### config.mk
export PLATFORM = sky130hd
export DESIGN_NAME = vector_split
export DESIGN_NICKNAME = d
export VERILOG_FILES = /design/src/rtl/vector_split_pkg.sv /design/src/rtl/vector_split_fields.sv /design/src/rtl/vector_split.sv
export SDC_FILE = /design/constraint.sdc
export NUM_CORES = 1
export LEC_CHECK = 0
export ABC_AREA = 1
export BUFFER_PORTS_ARGS = -buffer_cell sky130_fd_sc_hd__buf_2
export CORE_MARGIN = 5
export CORE_UTILIZATION = 52
export CTS_CLUSTER_DIAMETER = 150
export CTS_CLUSTER_SIZE = 20
export DETAILED_ROUTE_END_ITERATION = 7
export PLACE_DENSITY = 0.8
export SYNTH_ARGS = -nofsm -noshare
export SYNTH_HDL_FRONTEND = slang
export SYNTH_HIERARCHICAL = 1
export SYNTH_SLANG_ARGS = --single-unit
export TNS_END_PERCENT = 50
### constraint.sdc
create_clock -name clk -period 2 [get_ports clk]
set_input_delay 0.1 -clock clk [delete_from_list [all_inputs] [get_ports clk]]
set_output_delay 0.1 -clock clk [all_outputs]
set_load 0.02 [all_outputs]
### src/rtl/vector_split_pkg.sv
// Shared definitions for the vector split datapath: FSM states, packed-word
// field bounds and the byte-reversal helper also used on the append side.
package vector_split_pkg;

  typedef enum logic [1:0] {
    IDLE   = 2'd0,
    EMIT_A = 2'd1,
    EMIT_B = 2'd2
  } state_t;

  localparam int A_HI   = 63;
  localparam int A_LO   = 32;
  localparam int PAD_HI = 31;
  localparam int PAD_LO = 24;
  localparam int B_HI   = 23;

  function automatic logic [31:0] byte_reverse32(input logic [31:0] x);
    return {x[7:0], x[15:8], x[23:16], x[31:24]};
  endfunction

endpackage

### src/rtl/vector_split_fields.sv
// Combinational slicer: splits a packed word into the restored A field,
// the B field and a pad-byte nonzero indication.
module vector_split_fields
  import vector_split_pkg::*;
#(
  parameter int BYTE_SWAP = 1
) (
  input  logic [63:0] word,
  output logic [31:0] a,
  output logic [23:0] b,
  output logic        pad_nonzero
);

  if (BYTE_SWAP != 0) begin : g_swap
    assign a = byte_reverse32(word[A_HI:A_LO]);
  end else begin : g_pass
    assign a = word[A_HI:A_LO];
  end

  assign b           = word[B_HI:0];
  assign pad_nonzero = |word[PAD_HI:PAD_LO];

endmodule

### src/rtl/vector_split.sv
// Streaming unpacker: one 64-bit word in, an A beat then a B beat out,
// with a sticky pad-byte error flag and a completed-word counter.
module vector_split
  import vector_split_pkg::*;
#(
  parameter int BYTE_SWAP = 1,
  parameter int CNT_W     = 16,
  parameter int CHECK_PAD = 1
) (
  input  logic             clk,
  input  logic             rst,
  input  logic             in_valid,
  output logic             in_ready,
  input  logic [63:0]      in_data,
  output logic             out_valid,
  input  logic             out_ready,
  output logic [31:0]      out_data,
  output logic             out_tag,
  output logic             out_last,
  input  logic             clr_err,
  output logic             pad_err,
  output logic [CNT_W-1:0] word_count
);

  logic [31:0]      a_field;
  logic [23:0]      b_field;
  logic             pad_nonzero;

  state_t           state_reg;
  state_t           state_next;
  logic [31:0]      a_reg;
  logic [23:0]      b_reg;
  logic             pad_err_reg;
  logic [CNT_W-1:0] count_reg;

  logic             ready_int;
  logic             load;
  logic             b_done;
  logic             pad_hit;

  // Slicing happens on the incoming word; only the A and B fields are kept,
  // so the pad byte can never reach out_data.
  vector_split_fields #(
    .BYTE_SWAP(BYTE_SWAP)
  ) u_fields (
    .word       (in_data),
    .a          (a_field),
    .b          (b_field),
    .pad_nonzero(pad_nonzero)
  );

  always_comb begin
    state_next = state_reg;
    ready_int  = 1'b0;
    out_valid  = 1'b0;
    out_tag    = 1'b0;
    out_last   = 1'b0;
    out_data   = 32'h0;
    case (state_reg)
      IDLE: begin
        ready_int = 1'b1;
        if (in_valid) state_next = EMIT_A;
      end
      EMIT_A: begin
        out_valid = 1'b1;
        out_data  = a_reg;
        if (out_ready) state_next = EMIT_B;
      end
      EMIT_B: begin
        out_valid = 1'b1;
        out_tag   = 1'b1;
        out_last  = 1'b1;
        out_data  = {8'h00, b_reg};
        // Accepting the next word while the B beat leaves avoids a bubble.
        ready_int = out_ready;
        if (out_ready) state_next = in_valid ? EMIT_A : IDLE;
      end
      default: state_next = IDLE;
    endcase
  end

  assign load    = in_valid && ready_int;
  assign b_done  = (state_reg == EMIT_B) && out_ready;
  assign pad_hit = (CHECK_PAD != 0) && load && pad_nonzero;

  // State resets to IDLE, which would otherwise advertise ready during reset.
  assign in_ready   = ready_int && rst;
  assign pad_err    = pad_err_reg;
  assign word_count = count_reg;

  always_ff @(posedge clk or negedge rst) begin
    if (!rst) begin
      state_reg   <= IDLE;
      a_reg       <= 32'h0;
      b_reg       <= 24'h0;
      pad_err_reg <= 1'b0;
      count_reg   <= '0;
    end else begin
      state_reg <= state_next;
      if (load) begin
        a_reg <= a_field;
        b_reg <= b_field;
      end
      // A fresh violation takes priority over a simultaneous clear.
      if (pad_hit)      pad_err_reg <= 1'b1;
      else if (clr_err) pad_err_reg <= 1'b0;
      if (b_done) count_reg <= count_reg + CNT_W'(1);
    end
  end

endmodule
* Word-level counts from Yosys, hierarchy flattened
Index checks and enable logic that the tools add are counted.
Word-level totals: flip-flop bits (word level) 75, output and inout port bits 53, logic and storage cells 31
Cells by class: $add $sub $neg 1, equal/unequal tests 5, muxes and demuxes 11, reductions and logical operators 9
Operators by type and width (number):
- 32-bit case mux with 2 select lines | 1
- 16-bit by 1-bit adder with 16-bit output, second input constant | 1
- 8-bit OR reduction | 1
- 2-bit two-way mux | 3
- 2-bit inequality test, second input constant | 3
- 2-bit case mux with 3 select lines | 1
- 1-bit two-way mux | 5
- 1-bit logical AND | 4
- 3-bit AND reduction | 1
- 2-bit by 1-bit equality test with 1-bit output, second input constant | 1
- 2-bit equality test, second input constant | 1
- 2-bit zero test | 1
- 1-bit case mux with 2 select lines | 1
- 2-bit nonzero test | 1
- 2-bit OR reduction | 1

* Longest topological paths before layout
Gate-level depths: netlist of the first run.
depth in word-level cells 5, mapped depth 11

* By module
Netlist of the first run, hierarchy kept.
By module, submodules not included:
- vector_split | instances 1, cells each 448, area each 3672.3 sq um, sequential area each 1876.8 sq um
- vector_split_fields | instances 1, cells each 71, area each 476.7 sq um, sequential area each 0.0 sq um

* Least setup slack after synthesis of the first run
Ideal clock, no wire load.
path kind register to output, start reg state_reg[0], end out out_data[24], arrival 1.691 ns, data required time 1.900 ns, setup slack 0.209 ns, cell stages (with the launch flop) 6, buffers on the path 1, cell sequence dfrtp_1 -> inv_1 -> ha_1 -> clkbuf_1 -> nand2_1 -> nor2_1
Between the ends: longest elaborated chain between the ends 2
Ends and longest elaborated chain:
- start: declaration | RTL line vector_split.sv:29 | state_t state_reg;
- start signal: assignment | RTL line vector_split.sv:99 | state_reg <= state_next;
- 2-bit equality test or 2-bit by 1-bit equality test with 1-bit output (tied branches) | RTL line vector_split.sv:59 | case (state_reg)
- 32-bit case mux with 2 select lines (*) | RTL line vector_split.sv:59
- end: declaration | RTL line vector_split.sv:17 | output logic [31:0] out_data,
Mark *: on every way between the ends. The rest lies on a longest branch, timed or not.

* Final worst setup path of the first run
start reg state_reg[0], end out out_data[12]
The elaborated chain is that of the path after synthesis.

==> impl_metrics.csv, run 1 <==
group,metric,value,unit
power_and_ir_drop,leakage,0.00291,uW
placement,hpwl,6.42,mm
worst_setup_path,cp_cell_sequence,"inv_1, ha_4, buf_4, nand3_1, nand2_1, buf_2",
power_and_ir_drop,powerDensity,1410,nW/um2
power_and_ir_drop,p_int,4220,uW
run,max-cap-violations,0,
layout,syn_to_final_growth,22.2,%
synth,synth_top_family_by_area,"buffers and inverters",
timing,tightestPinTransition,566,ps
power_and_ir_drop,power.share.switching,40.9,%
timing,clock.fmax,521,MHz
floorplan,rows,32,
clocking,cts_root_buf,"clkbuf_8",
synth,syn_area,4150,um2
run_status,status,"finished, final reports clean",
timing,setup_viol,0,
routing,drt_wl_total,9.60,mm
routing,vias_per_cell,4.83,
global_route,grt_util_met1,23.9,%
global_route,grt_pass1_wl,15.7,mm
power_and_ir_drop,p_comb_share,44.5,%
worst_setup_path,end_kind,"output port",
synth,synthMuxAreaShare,0,%
timing,rsz0062_at_grt,"yes",
global_route,grt_start_max_net_pins,69,
clocking,clockBufferDepth,2,
power_and_ir_drop,seqPwrFrac,34.8,%
power_and_ir_drop,irDropWorstVdd,0.000738,V
synth,synth_fa_ha_area_share,1.81,%
hold_path,whs_path_depth,3,
routing,wl_per_cell,13.2,um
floorplan,coreArea,7770,um2
worst_setup_path,reg2reg_depth,9,
clocking,cts_tree,"done",
synth,ys_seq_area_share,45.2,%
synth,syn-instance-count,519,
global_route,antenna_found_initial,0,
global_route,grtUsageTotal,20.0,%
timing,period_needed,1920,ps
clocking,insertion_delay,350,ps
worst_setup_path,cp_slowest_cell,"dfrtp_1",
synth,synth_nets,594,
hold_path,hp-class,"primary input to flip-flop",
synth,yosys_warnings,6,
layout,ff_latch_area,1880,um2
synth,synth_compound_area_share,8.56,%
layout,antenna_cells,0,
worst_setup_path,path_class,"flip-flop to output port",
synth,synth-simple-area-share,20.8,%
worst_setup_path,start_kind,"flip-flop",
global_route,grt_overflow_total,0,
routing,postRouteAntennaNets,0,
timing,slew_violations,0,
layout,fill_cells,656,
routing,vias,3504,
routing,drtPass1Iterations,6,
timing,tns,0,ps
routing,drt_iter0_markers,131,
placement,portBuffers,121,
worst_setup_path,arrival,1820,ps
floorplan,ios,122,
synth,synth_area_leaders,"dfrtp_1, buf_4, nand2_1, inv_1, nand3_1",
timing,hold_violations,0,
timing,relSlewSlack,62.2,%
worst_setup_path,cp.required,1900,ps
synth,synth_area_leader_cell,"dfrtp_1",
global_route,grt_pass1_vias,3457,
worst_setup_path,worst-path-max-fanout,13,
timing,fin_crit_sh,96.0,%
clocking,h-tree-depth,3,
global_route,grt_use_met3,4.77,%
floorplan,die_area,9870,um2
global_route,grtUsageMet2,34.1,%
power_and_ir_drop,power,7140,uW
global_route,busiest_layer,"met2",
clocking,cts_buffers,9,
synth,synth_xor_area_share,2.11,%
clocking,clk_pin_slew_worst_paths,70,ps
placement,place.gp.congestion,0.819,
layout,multi_input_area,1400,um2
worst_setup_path,reg2reg_slack,220,ps
clocking,cts_num_sinks,75,
layout,largest_register_ffs,32,
routing,drc,0,
floorplan,die_h,99.3,um
floorplan,initial_core_util,53.4,%
power_and_ir_drop,clockPowerShare,20.7,%
power_and_ir_drop,switchingPower,2920,uW
floorplan,die_w,99.3,um
worst_setup_path,max_stage_delay,400,ps
synth,avgSynthCellArea,7.99,um2
layout,nets,694,
synth,synth.distinct_cells,27,
timing,fin_skew,5.28,ps
synth,synth_top_area_share,45.2,%
synth,synth-seq-cells,75,
layout,layout-drive-gt1-share,26.1,%
-- layout make-up --
type	count	share of cell area (%)
clock inverter	4	1.88
multi-input combinational	282	27.6
clock buffer	12	3.26
inverter	82	6.07
sequential	75	37.0
timing repair buffer	169	21.7
tap	102	2.52
-- per-stage QoR --
stage	setup slack [ps]	hold WS (ps)	utilization, %	area, um2	cells
after floorplan	209	-196	-	4150	519
after global placement	315	183	56.7	4400	672
after detailed placement	208	187	56.7	4400	672
after CTS	33.6	0.353	64.8	5040	723
after global routing	-26.4	6.66	65.3	5070	726
final	80.8	10.3	65.3	5070	726
-- layout by cell type, fill, tap and decap left out, drive strengths merged, types with 2 or more instances in the layout --
| cell | Yosys | layout |
|---|---|---|
| inv | 82 | 82 |
| xor2 | 6 | 6 |
| o21ai | 51 | 51 |
| clkbuf | 11 | 12 |
| nor2 | 32 | 32 |
| nand4 | 3 | 3 |
| dfrtp | 75 | 75 |
| xnor2 | 4 | 4 |
| a21oi | 10 | 10 |
| nand3 | 51 | 51 |
| nand2 | 112 | 112 |
| dlygate4sd3 | 0 | 36 |
| bufinv | 0 | 3 |
| nand3b | 2 | 2 |
| o22ai | 2 | 2 |
| ha | 6 | 6 |
| buf | 69 | 133 |
-- power groups by stage --
stage	Sequential (uW)	Combinational, uW	Clock [uW]
floorplan	2490	2170	0
global placement	2490	2880	0
detailed placement	2510	2960	0
CTS	2480	3120	1500
global route	2550	3530	1560
finish	2480	3180	1480
-- critical path, delay by kind of cell (launching register included) --
family	cells	cell delay, ps
adders and majority gates	1	360
DFF	1	400
buffers and inverters	3	510
and+or+nand+nor	2	200
-- layer usage --
metal / vias up / wire, um
li1: 1738 / -
met1: 1634 / 3930
met2: 109 / 4800
met3: 23 / 637
met4: 0 / 229
met5: - / 0
-- logic make-up (layout without fill, tap and decap cells) --
logic type | Yosys count | count (layout)
and+or+nand+nor | 202 | 202
buffers and inverters | 162 | 267
DFF | 75 | 75
AOI/OAI and AO/OA | 64 | 64
xor gates and xnor gates | 10 | 10
adders and majority gates | 6 | 6
-- what timing repair did --
| item | CTS | global route |
|---|---|---|
| endpoints found under the hold margin | 109 | 1 |
| gates resized for setup | 6 | 3 |
| hold buffers | 35 | 1 |
| setup buffers | 0 | 2 |
| endpoints found under the setup margin | 32 | 30 |
-- path summary, 6_finish.rpt --
path                              start        endpoint
setup / recovery           state_reg[0]    out_data[12]
hold / removal              in_data[11]       b_reg[11]
setup reg to reg           state_reg[0]  word_count[14]
hold reg to reg               b_reg[23]       b_reg[23]
max in group asynchronous           rst       b_reg[14]
min in group asynchronous           rst   word_count[6]
-- cell usage after synthesis --
cell type,count
a21boi_0,1
a21oi_1,5
a21oi_2,5
buf_1,1
buf_2,2
buf_4,57
buf_6,9
clkbuf_1,11
dfrtp_1,75
ha_1,6
inv_1,81
inv_2,1
nand2_1,111
nand2_8,1
nand3_1,51
nand3b_1,2
nand4_1,3
nor2_1,31
nor2_2,1
nor3b_1,1
o21ai_0,44
o21ai_1,6
o21ai_4,1
o22ai_1,2
or2_2,1
xnor2_1,4
xor2_1,6
(Power assumes the default switching activity.)
==> run 2, diff against run 1 <==
--- a/config.mk
+++ b/config.mk
@@ -7,6 +7,7 @@
 export LEC_CHECK = 0
 export ABC_AREA = 1
 export BUFFER_PORTS_ARGS = -buffer_cell sky130_fd_sc_hd__buf_2
+export CORE_ASPECT_RATIO = 1.5
 export CORE_MARGIN = 5
 export CORE_UTILIZATION = 52
 export CTS_CLUSTER_DIAMETER = 150
==> impl_metrics.csv, run 2 (synthesis results as in run 1) <==
group,metric,value,unit
worst_setup_path,cp.required,1900,ps
layout,antenna_cells,0,
global_route,grtUsageTotal,19.5,%
timing,clock.fmax,514,MHz
layout,nets,661,
worst_setup_path,arrival,1850,ps
placement,place_area,4380,um2
floorplan,ios,122,
power_and_ir_drop,irDropWorstVdd,0.000795,V
timing,setup_viol,0,
worst_setup_path,start_kind,"flip-flop",
clocking,clk_pin_slew_worst_paths,60,ps
floorplan,die_w,82.9,um
run_status,status,"finished, final reports clean",
routing,drtPass1Iterations,4,
routing,vias,3344,
placement,portBuffers,121,
clocking,cts_root_buf,"clkbuf_16",
layout,fin_area,4740,um2
clocking,cts_tree,"done",
floorplan,coreArea,7910,um2
timing,hold_violations,0,
clocking,clockBufferDepth,2,
floorplan,rows,40,
power_and_ir_drop,switchingPower,2910,uW
power_and_ir_drop,powerDensity,1470,nW/um2
routing,drc,0,
power_and_ir_drop,p_int,4070,uW
timing,fin_crit_sh,97.3,%
layout,largest_register_ffs,32,
floorplan,die_area,9900,um2
timing,fin_skew,3.41,ps
power_and_ir_drop,power,6980,uW
timing,rsz0062_at_grt,"yes",
routing,wl_per_cell,13.4,um
power_and_ir_drop,leakage,0.00278,uW
timing,tns,0,ps
routing,drt_iter0_markers,146,
layout,syn_to_final_growth,14.3,%
timing,tightestPinTransition,551,ps
timing,slew_violations,0,
global_route,grt_pass1_wl,15.3,mm
hold_path,hp-class,"primary input to flip-flop",
power_and_ir_drop,p_comb_share,42.2,%
routing,vias_per_cell,4.81,
power_and_ir_drop,clockPowerShare,21.8,%
layout,final_cell_mix,"buf_2, nand2_1, inv_1",
layout,final_util,60.0,%
clocking,insertion_delay,340,ps
worst_setup_path,path_class,"flip-flop to output port",
floorplan,die_h,119,um
global_route,antenna_found_initial,0,
power_and_ir_drop,seqPwrFrac,36.0,%
routing,postRouteAntennaNets,0,
worst_setup_path,worst-path-max-fanout,28,
timing,relSlewSlack,63.3,%
clocking,postCtsSetupBuffers,0,
global_route,grt_start_max_net_pins,92,
worst_setup_path,end_kind,"output port",
layout,final_common_cell,"buf_2",
placement,hpwl,6.83,mm
clocking,cts_buffers,9,
timing,period_needed,1950,ps
global_route,grt_pass1_vias,3435,
run,max-cap-violations,0,
power_and_ir_drop,power.share.switching,41.7,%
placement,place.gp.congestion,0.866,
clocking,cts_num_sinks,75,
global_route,grt_overflow_total,0,
clocking,h-tree-depth,3,
routing,drt_wl_total,9.34,mm
layout,layout-drive-gt1-share,25.9,%
floorplan,initial_core_util,52.5,%
run 2: metrics by stage:
| stage | hold WS, ps | cells | setup slack (ps) |
|---|---|---|---|
| global route | 8.12 | 695 | -40.2 |
| global placement | 196 | 673 | 313 |
| CTS | 0.249 | 695 | 40.2 |
| detailed placement | 200 | 673 | 226 |
| floorplan | -196 | 519 | 209 |
| finish | 3.70 | 695 | 54.8 |
run 2: metal layers:
| layer | GRT usage [%] | wire length, um |
|---|---|---|
| met5 | 0 | 0 |
| met2 | 34.6 | 4800 |
| met3 | 4.84 | 503 |
| met4 | 9.20 | 240 |
| met1 | 21.5 | 3790 |
run 2: worst max-delay path, stage by stage (launching register included):
cell,delay [ps]
dfrtp_1,420
inv_1,90
ha_1,390
buf_8,220
nand3_1,120
nand2_1,110
buf_2,170
run 2: final timing paths:
check | start | to | cells after the start | slack (ps)
max | state_reg[0] | out_data[5] | 6 | 50
min | in_data[46] | a_reg[22] | 3 | 4
max reg2reg | state_reg[0] | a_reg[24] | 8 | 210
min reg2reg | a_reg[22] | a_reg[22] | 2 | 480
max in group asynchronous | rst | b_reg[14] | 3 | 1180
min in group asynchronous | rst | pad_err | 3 | 380
run 2: area by class of cell:
type | count | area, um2
Fill cell | 739 | 3170
Timing Repair Buffer | 136 | 766
Clock buffer | 13 | 270
Multi-Input combinational cell | 282 | 1380
Tap cell | 105 | 131
Inverter | 82 | 308
Sequential cell | 75 | 1880
Clock inverter | 2 | 10.0
run 2: timing repair:
action	in CTS	in global routing
endpoints found under the setup margin	5	9
resized for setup	2	2
endpoints found under the hold margin	81	0
hold buffers	7	0
run 2: power by group through the flow:
stage	clock network (uW)	registers, uW	logic (uW)
after global routing	1600	2600	3290
after floorplan	0	2490	2170
after CTS	1550	2520	2940
after detailed placement	0	2540	2890
final	1520	2510	2950
after global placement	0	2510	2830
